`src/rtl/apb_arb_pkg.sv`:
```
// apb_arb_pkg
//   Shared definitions for the two-requester APB arbiter: default widths,
//   the access timeout, the address bit that selects between the two
//   slaves, and the transfer FSM state encoding.
package apb_arb_pkg;

    localparam int ADDR_W_DEF  = 9;
    localparam int DATA_W_DEF  = 8;
    localparam int TIMEOUT_DEF = 16;

    // Address bit that picks the slave: 0 -> PSEL1, 1 -> PSEL2.
    localparam int SEL_BIT = 8;

    typedef enum logic [1:0] {
        IDLE   = 2'd0,
        SETUP  = 2'd1,
        ACCESS = 2'd2
    } state_e;

endpackage

```
`src/rtl/apb_rr_grant.sv`:
```
// apb_rr_grant
//   Combinational two-way round-robin grant.
//   Ports:
//     valid_i [1:0]  request lines (bit N = requester N)
//     ptr_i          priority pointer; the requester it names wins a tie
//     grant_o [1:0]  one-hot grant, all zero when nothing is requested
module apb_rr_grant (
    input  logic [1:0] valid_i,
    input  logic       ptr_i,
    output logic [1:0] grant_o
);

    always_comb begin
        grant_o = 2'b00;
        case (valid_i)
            2'b01:   grant_o = 2'b01;
            2'b10:   grant_o = 2'b10;
            2'b11:   grant_o = ptr_i ? 2'b10 : 2'b01;
            default: grant_o = 2'b00;
        endcase
    end

endmodule

```
`src/rtl/apb_req_arbiter.sv`:
```
// apb_req_arbiter
//   Shares one APB bus between two requesters. Picks a winner round-robin,
//   runs the SETUP/ACCESS phases itself, decodes addr[8] into PSEL1/PSEL2,
//   bounds the wait for PREADY with a timeout, and returns a one-cycle
//   response (rdata, err) to the requester that owned the transfer.
//
//   Requester handshake: a requester raises rN_valid with its command and
//   holds it until rN_ready is seen high; the command is taken on the
//   rising edge where rN_valid && rN_ready. rN_ready is only ever high in
//   IDLE. The response is a single-cycle rN_rsp_valid pulse with no
//   back-pressure.
//
//   Ports:
//     PCLK, PRESET              clock, asynchronous active-high reset
//     rN_valid/write/addr/wdata command from requester N (N = 0, 1)
//     rN_ready                  command accepted this cycle (combinational)
//     rN_rsp_valid/rdata/err    registered completion for requester N
//     PSEL1, PSEL2, PENABLE,
//     PWRITE, PADDR, PWDATA     APB master outputs
//     PRDATA1/2, PREADY1/2,
//     PSLVERR                   APB slave returns
//     dbg_state_o               current FSM state (apb_arb_pkg::state_e)
module apb_req_arbiter
    import apb_arb_pkg::*;
#(
    parameter int ADDR_W  = ADDR_W_DEF,
    parameter int DATA_W  = DATA_W_DEF,
    parameter int TIMEOUT = TIMEOUT_DEF
) (
    input  logic              PCLK,
    input  logic              PRESET,

    input  logic              r0_valid,
    input  logic              r0_write,
    input  logic [ADDR_W-1:0] r0_addr,
    input  logic [DATA_W-1:0] r0_wdata,
    output logic              r0_ready,
    output logic              r0_rsp_valid,
    output logic [DATA_W-1:0] r0_rsp_rdata,
    output logic              r0_rsp_err,

    input  logic              r1_valid,
    input  logic              r1_write,
    input  logic [ADDR_W-1:0] r1_addr,
    input  logic [DATA_W-1:0] r1_wdata,
    output logic              r1_ready,
    output logic              r1_rsp_valid,
    output logic [DATA_W-1:0] r1_rsp_rdata,
    output logic              r1_rsp_err,

    output logic              PSEL1,
    output logic              PSEL2,
    output logic              PENABLE,
    output logic              PWRITE,
    output logic [7:0]        PADDR,
    output logic [DATA_W-1:0] PWDATA,
    input  logic [DATA_W-1:0] PRDATA1,
    input  logic [DATA_W-1:0] PRDATA2,
    input  logic              PREADY1,
    input  logic              PREADY2,
    input  logic              PSLVERR,

    output logic [1:0]        dbg_state_o
);

    // Counter only has to reach TIMEOUT-1.
    localparam int CNT_W = (TIMEOUT > 2) ? $clog2(TIMEOUT) : 1;

    state_e              state_q, state_d;
    logic                ptr_q, ptr_d;
    logic                id_q, id_d;
    logic                wr_q, wr_d;
    logic [ADDR_W-1:0]   addr_q, addr_d;
    logic [DATA_W-1:0]   wdata_q, wdata_d;
    logic [CNT_W-1:0]    cnt_q, cnt_d;
    logic [1:0]          rsp_valid_q, rsp_valid_d;
    logic [DATA_W-1:0]   rsp_rdata_q, rsp_rdata_d;
    logic                rsp_err_q, rsp_err_d;

    logic [1:0]          grant;
    logic                accept;
    logic                sel2;
    logic                sel_ready;
    logic [DATA_W-1:0]   sel_rdata;
    logic                timeout_hit;
    logic                done;
    logic                active;

    apb_rr_grant u_grant (
        .valid_i ({r1_valid, r0_valid}),
        .ptr_i   (ptr_q),
        .grant_o (grant)
    );

    assign accept      = (state_q == IDLE) && (grant != 2'b00);
    assign sel2        = addr_q[SEL_BIT];
    // Only the selected slave's PREADY/PRDATA are looked at.
    assign sel_ready   = sel2 ? PREADY2 : PREADY1;
    assign sel_rdata   = sel2 ? PRDATA2 : PRDATA1;
    assign timeout_hit = (cnt_q == CNT_W'(TIMEOUT - 1));
    // A PREADY on the last allowed cycle wins over the timeout.
    assign done        = (state_q == ACCESS) && (sel_ready || timeout_hit);
    assign active      = (state_q == SETUP) || (state_q == ACCESS);

    // State register
    always_ff @(posedge PCLK or posedge PRESET) begin
        if (PRESET) begin
            state_q <= IDLE;
        end else begin
            state_q <= state_d;
        end
    end

    // Next-state logic
    always_comb begin
        state_d = state_q;
        case (state_q)
            IDLE:    if (accept) state_d = SETUP;
            SETUP:   state_d = ACCESS;
            ACCESS:  if (done) state_d = IDLE;
            default: state_d = IDLE;
        endcase
    end

    // Command latch, pointer, timeout counter and response next values
    always_comb begin
        ptr_d   = ptr_q;
        id_d    = id_q;
        wr_d    = wr_q;
        addr_d  = addr_q;
        wdata_d = wdata_q;
        if (accept) begin
            id_d    = grant[1];
            ptr_d   = ~grant[1];
            wr_d    = grant[1] ? r1_write : r0_write;
            addr_d  = grant[1] ? r1_addr  : r0_addr;
            wdata_d = grant[1] ? r1_wdata : r0_wdata;
        end

        // Zero while in SETUP, so the first ACCESS cycle sees 0.
        cnt_d = (state_q == ACCESS) ? cnt_q + CNT_W'(1) : '0;

        rsp_valid_d = 2'b00;
        rsp_err_d   = 1'b0;
        rsp_rdata_d = '0;
        if (done) begin
            rsp_valid_d = id_q ? 2'b10 : 2'b01;
            rsp_err_d   = sel_ready ? PSLVERR : 1'b1;
            if (sel_ready && !wr_q && !PSLVERR) begin
                rsp_rdata_d = sel_rdata;
            end
        end
    end

    always_ff @(posedge PCLK or posedge PRESET) begin
        if (PRESET) begin
            ptr_q       <= 1'b0;
            id_q        <= 1'b0;
            wr_q        <= 1'b0;
            addr_q      <= '0;
            wdata_q     <= '0;
            cnt_q       <= '0;
            rsp_valid_q <= 2'b00;
            rsp_rdata_q <= '0;
            rsp_err_q   <= 1'b0;
        end else begin
            ptr_q       <= ptr_d;
            id_q        <= id_d;
            wr_q        <= wr_d;
            addr_q      <= addr_d;
            wdata_q     <= wdata_d;
            cnt_q       <= cnt_d;
            rsp_valid_q <= rsp_valid_d;
            rsp_rdata_q <= rsp_rdata_d;
            rsp_err_q   <= rsp_err_d;
        end
    end

    // Output logic: APB outputs are gated by state so they read 0 in IDLE
    // and drop at once when reset forces the state back to IDLE.
    always_comb begin
        PSEL1        = active && !sel2;
        PSEL2        = active && sel2;
        PENABLE      = (state_q == ACCESS);
        PWRITE       = active && wr_q;
        PADDR        = active ? addr_q[SEL_BIT-1:0] : 8'h00;
        PWDATA       = active ? wdata_q : '0;

        r0_ready     = (state_q == IDLE) && grant[0];
        r1_ready     = (state_q == IDLE) && grant[1];

        r0_rsp_valid = rsp_valid_q[0];
        r0_rsp_err   = rsp_valid_q[0] && rsp_err_q;
        r0_rsp_rdata = rsp_valid_q[0] ? rsp_rdata_q : '0;
        r1_rsp_valid = rsp_valid_q[1];
        r1_rsp_err   = rsp_valid_q[1] && rsp_err_q;
        r1_rsp_rdata = rsp_valid_q[1] ? rsp_rdata_q : '0;

        dbg_state_o  = state_q;
    end

endmodule

```
`config.mk`:
```
export PLATFORM = sky130hd
export DESIGN_NAME = apb_req_arbiter
export DESIGN_NICKNAME = d
export VERILOG_FILES = /design/src/rtl/apb_arb_pkg.sv /design/src/rtl/apb_rr_grant.sv /design/src/rtl/apb_req_arbiter.sv
export SDC_FILE = /design/constraint.sdc
export NUM_CORES = 1
export LEC_CHECK = 0
export ABC_AREA = 1
export BUFFER_PORTS_ARGS = -buffer_cell sky130_fd_sc_hd__buf_2
export CAP_MARGIN = 20
export CORE_UTILIZATION = 30
export CTS_BUF_LIST = sky130_fd_sc_hd__clkbuf_4 sky130_fd_sc_hd__clkbuf_8
export DETAILED_ROUTE_END_ITERATION = 10
export GPL_TIMING_DRIVEN = 0
export PLACE_DENSITY = 0.6
export SLEW_MARGIN = 25
export SYNTH_ARGS = -nofsm -noshare
export SYNTH_HDL_FRONTEND = slang
export SYNTH_SLANG_ARGS = --single-unit
```
`constraint.sdc`:
```
create_clock -name PCLK -period 3.5 [get_ports PCLK]
set_clock_uncertainty 0.2 [all_clocks]
set_input_delay 0.175 -clock PCLK [delete_from_list [all_inputs] [get_ports PCLK]]
set_output_delay 0.175 -clock PCLK [all_outputs]
set_load 0.03 [all_outputs]
```
After elaboration in Yosys (flattened, before gate mapping)
Index checks and enable logic that the tools add are counted.

ROM bits: 0. Bits in latches: 0. Word-level logic and storage cells: 60. Output and inout port bits: 44. RAM bits: 0. Input port bits: 59. Memories: 0. Register bits: 37.

Bitwise logic cells: 1. Shift operators: 0. Eq/ne operators: 8. Add/subtract/negate cells: 1. Reductions and logical operators: 19. Muxes and demuxes: 21. Divide/modulo/power cells: 0. Order comparisons: 0. Multipliers: 0.

Operator list (count): $mux W8 (8); $pmux W2 S3 (2); $logic_and A1 B1 Y1 (11); $mux W2 (5); $mux W9 (1); $eq A2 B2 Y1 const B (3); $add A4 B1 Y4 const B (1); $eq A2 B1 Y1 const B (2); $eq A4 B4 Y1 const B (1); $mux W1 (4); $mux W4 (1); $logic_not A1 Y1 (3); $logic_not A2 Y1 (1); $logic_or A1 B1 Y1 (2); $ne A2 B1 Y1 const B (1); $ne A2 B2 Y1 const B (1); $reduce_and A2 Y1 (1); $reduce_bool A2 Y1 (1); $not A1 Y1 (1).

Logic depth before layout (Yosys ltp)
Word-level depth: 6. Depth in mapped cells: 8. Depth with buffers taken out: 7.

Modules after synthesis
A second synthesis with hierarchy kept.

Cell total of the unflattened synthesis: 307. Area, all modules: 2103.3 um2.

Modules (own cells, without submodules): apb_req_arbiter (area an instance 2083.2 um2, sequential area each 925.9 um2, cells each 302, instances 1); apb_rr_grant (area an instance 20.0 um2, sequential area each 0.0 um2, cells each 5, instances 1).

Worst setup path before layout
Ideal clock, no wire load.

Path kind: reg2out. Start point: reg state_q[0], in the netlist dbg_state_o[0]. End point: out PSEL1. Slack: 1578 ps. Data arrival time: 1547 ps. Path buffers: 1. Required time: 3125 ps. Cell stages (with the launch flop): 6. Cells stage by stage: dfrtp_1 -> inv_1 -> ha_1 -> buf_2 -> inv_1 -> nor2_1.

Word-level cells in the longest chain between the ends: 3. Elaborated cells between the ends (all ways): 4. Classes of those cells: eq/ne: 2; reduce/logical: 2.

RTL lines: from (decl) (RTL line apb_req_arbiter.sv:69) `state_e state_q, state_d;`; from (signal assigned) (RTL line apb_req_arbiter.sv:110) `state_q <= state_d;`; $eq A2 B1 Y1 or $eq A2 B2 Y1 (tied branches) (RTL line apb_req_arbiter.sv:103) `assign active = (state_q == SETUP) || (state_q == ACCESS);`; $logic_or A1 B1 Y1 (*) (RTL line apb_req_arbiter.sv:103); $logic_and A1 B1 Y1 (*) (RTL line apb_req_arbiter.sv:182) `PSEL1 = active && !sel2;`; to (decl) (RTL line apb_req_arbiter.sv:51) `output logic PSEL1,`.

Mark *: on every way between the ends. The rest lies on a longest branch, timed or not.

Final worst setup path
Start point: reg state_q[1], in the netlist dbg_state_o[1]. End point: out PADDR[4].

Word-level cells in the longest chain between the ends: 3. Elaborated cells between the ends (all ways): 4. Classes of those cells: eq/ne: 2; mux: 1; reduce/logical: 1.

RTL lines: $eq A2 B1 Y1 or $eq A2 B2 Y1 (tied branches) (RTL line apb_req_arbiter.sv:103); $logic_or A1 B1 Y1 (*) (RTL line apb_req_arbiter.sv:103); $mux W8 (*) (RTL line apb_req_arbiter.sv:186) `PADDR = active ? addr_q[SEL_BIT-1:0] : 8'h00;`; to (decl) (RTL line apb_req_arbiter.sv:55) `output logic [7:0] PADDR,`.

Marks and branches as above.

==> summary.md <==
| Metric | Value |
|---|---|
| Outcome | `finished clean` |
| Max-Cap Viols | `0` |
| Bufs on Longest Clock Path | `2` |
| Synth cell types | `20` |
| Gr ovfl total | `0` |
| # resized after CTS | `0` |
| Core area | `between 6000 and 7000 µm²` |
| CP Max Fanout | `10` |
| Total Wirelength | `approximately 5600 µm` |
| Post-Syn Area | `roughly 2200 µm²` |
| Yosys reg bits | `37` |
| First-pass GRT wire length | `around 9300 µm` |
| Yosys warns | `0` |
| # nets final | `approximately 540` |
| CP startpoint | `dbg_state_o[1]` |
| Util after Layout | `0.475` |
| Via density per instance | `4.10` |
| Syn_area_per_cell | `around 6.7 µm²` |
| Largest net degree at the start of global routing | `20` |
| Routed WL per cell | `around 9.9 µm` |
| Final hold slack | `roughly 0.0018 ns` |
| Max Fclk | `0.440 GHz` |
| Slew Viols, Final | `0` |
| Setup tns final | `0 ns` |
| Vias in the first global route | `about 2,200` |
| Worst Hold Class | `input pin to register` |
| RR Startpoint | `dbg_state_o[1]` |
| Min Tclk post-route | `about 2.3 ns` |
| Setup Viol. Count Final | `0` |
| Inst Count DP | `approximately 530` |
| Total GRT Usage | `0.152` |
| Layout Area Growth over Synthesis | `49.2%` |
| Fin cells | `570` |
| PwrDens | `roughly 740 nW/µm²` |
| Final worst path period share | `0.649` |
| Die ar. | `slightly below 8000 µm²` |
| Die Y | `87.9 µm` |
| Number of remaining DRC errors | `0` |
| Required time worst endpoint | `around 3.1 ns` |
| Leading cell type in the layout, fill and taps excluded | `nand2_1` |
| Antenna violations before repair | `0` |
| Postcts setup bufs | `0` |
| PortBufs | `approximately 100` |
| Antenna viol nets, final | `0` |
| CTS H-Tree Depth | `2` |
| Synth top area share | `0.418` |
| Clock sink count | `37` |
| Share of cells above drive strength 1 | `0.293` |
| CP arrival | `around 1.9 ns` |
| I/O pins | `~100` |
| TritonCTS clock tree | `built` |
| Worst rel slew slack | `0.703` |
| Post-DP HPWL | `4330 µm` |
| Register area share after synthesis | `0.418` |
| CP endpoint kind | `primary output` |
| DRT Pass-1 Iters | `4` |
| Gpl congestion | `0.816` |
| 1st-iter DRT viols | `36` |
| Critical Path Start Type | `register` |
| Starting density of the core | `0.319` |
| Clock latency at the later pin of the worst-skew pair | `about 0.28 ns` |
| Hold Path Origin | `r1_addr[0]` |
| Clock-pin slew on the worst setup and hold paths | `about 0.070 ns` |
| Final hold vios | `0` |
| Peak supply drop | `0.271 mV` |
| TritonCTS Buffers | `5` |
| RSZ-0062 raised after global routing | `false` |
| Root Buffer | `clkbuf_8` |
| Crit Path Class | `register to primary output` |
| Dominant cells by area after synthesis | `dfrtp_1, nand2_1, inv_1, nand3_1, ha_1` |
| Vias | `~2,300` |
| Worst-Margin Slew | `~0.45 ns` |
| Mapped Cells | `332` |
| # diodes | `0` |
| Die W | `just under 90 µm` |
| Syn nets | `396` |
| P_leak | `2.18 nW` |
| Most frequent cells in the layout | `nand2_1, buf_2, inv_1` |
| Synth area leader | `dfrtp_1` |
| Num rows | `30` |
## final cells by class
class	count	area [µm²]
inverters	81	304
repair buffers	134	848
multi-input cells	203	902
plain buffers	11	81.3
well taps	96	120
clock buffers	7	90.1
fillers	734	3640
flip-flops and latches	37	926
clock inverters	1	30.0
## cells in the mapped netlist
library cell / number
a21oi_1: 1
buf_2: 5
buf_6: 3
buf_8: 1
clkbuf_1: 2
clkinv_1: 1
dfrtp_1: 37
ha_1: 5
inv_1: 76
inv_2: 4
nand2_1: 140
nand2_2: 3
nand3_1: 29
nor2_1: 8
nor2_2: 10
nor2_4: 1
o211ai_1: 2
o21ai_0: 1
o22ai_1: 2
xor2_1: 1
## where the power goes
part	internal, mW	switching, mW
Combinational	0.474	0.932
Sequential	0.573	0.0841
Clock	0.240	0.146
Total	1.29	1.16
## through the flow
step / cell area [µm²] / power, mW / setup slack (ns)
3_5_place_dp: 2870 / 2.00 / 1.50
4_1_cts: 3300 / 2.48 / 1.20
3_3_place_gp: 2840 / 1.97 / 1.56
5_1_grt: 3300 / 2.67 / 1.08
2_1_floorplan: 2210 / 1.61 / 1.58
6_report: 3300 / 2.45 / 1.23
## worst max-delay path, cell delays in order (launching register included)
cell     delay, ns
dfrtp_1       0.42
inv_1         0.10
ha_1          0.27
buf_2         0.22
buf_2         0.27
nand2_1       0.09
inv_1         0.05
buf_2         0.18
## kinds of logic (layout without fill, tap and decap cells)
kind of cell | Yosys count | in the layout | share of synthesized area
xor+xnor | 1 | 1 | 0.00396
fa+ha+maj | 5 | 5 | 0.0283
simple gates | 191 | 191 | 0.358
compound gates | 6 | 6 | 0.0170
buf+inv | 92 | 234 | 0.174
flops | 37 | 37 | 0.418
## registers in the layout (all words and copies together) (netlist names)
| name | count |
|---|---|
| addr_q | 9 |
| cnt_q | 4 |
| dbg_state_o | 2 |
| id_q | 1 |
| ptr_q | 1 |
| rsp_err_q | 1 |
| rsp_rdata_q | 8 |
| rsp_valid_q | 2 |
| wdata_q | 8 |
| wr_q | 1 |
## timing repair
action	4_1_cts	5_1_grt
setup endpoints to repair	0	0
hold endpoints to repair	42	0
hold buffers	31	0
## per-layer routing
layer	vias to the layer above	global-route usage	wire [µm]
met1	1033	0.191	2680
met4	0	0.0358	36
met3	2	0.0236	221
met2	64	0.274	2710
li1	1236	-	-
met5	-	0	0
## final timing paths
kind                                        to  slack, ns  depth (start not counted)
worst max-delay path                  PADDR[4]       1.23                          7
worst max register to register      wdata_q[1]       1.26                          9
max in group asynchronous                 wr_q       2.41                          4
min in group asynchronous           wdata_q[4]       0.24                          3
worst min register to register  rsp_valid_q[0]       0.24                          1
worst min-delay path                 addr_q[0]      0.002                          5
Note: power is estimated with default switching activity, not from simulation.
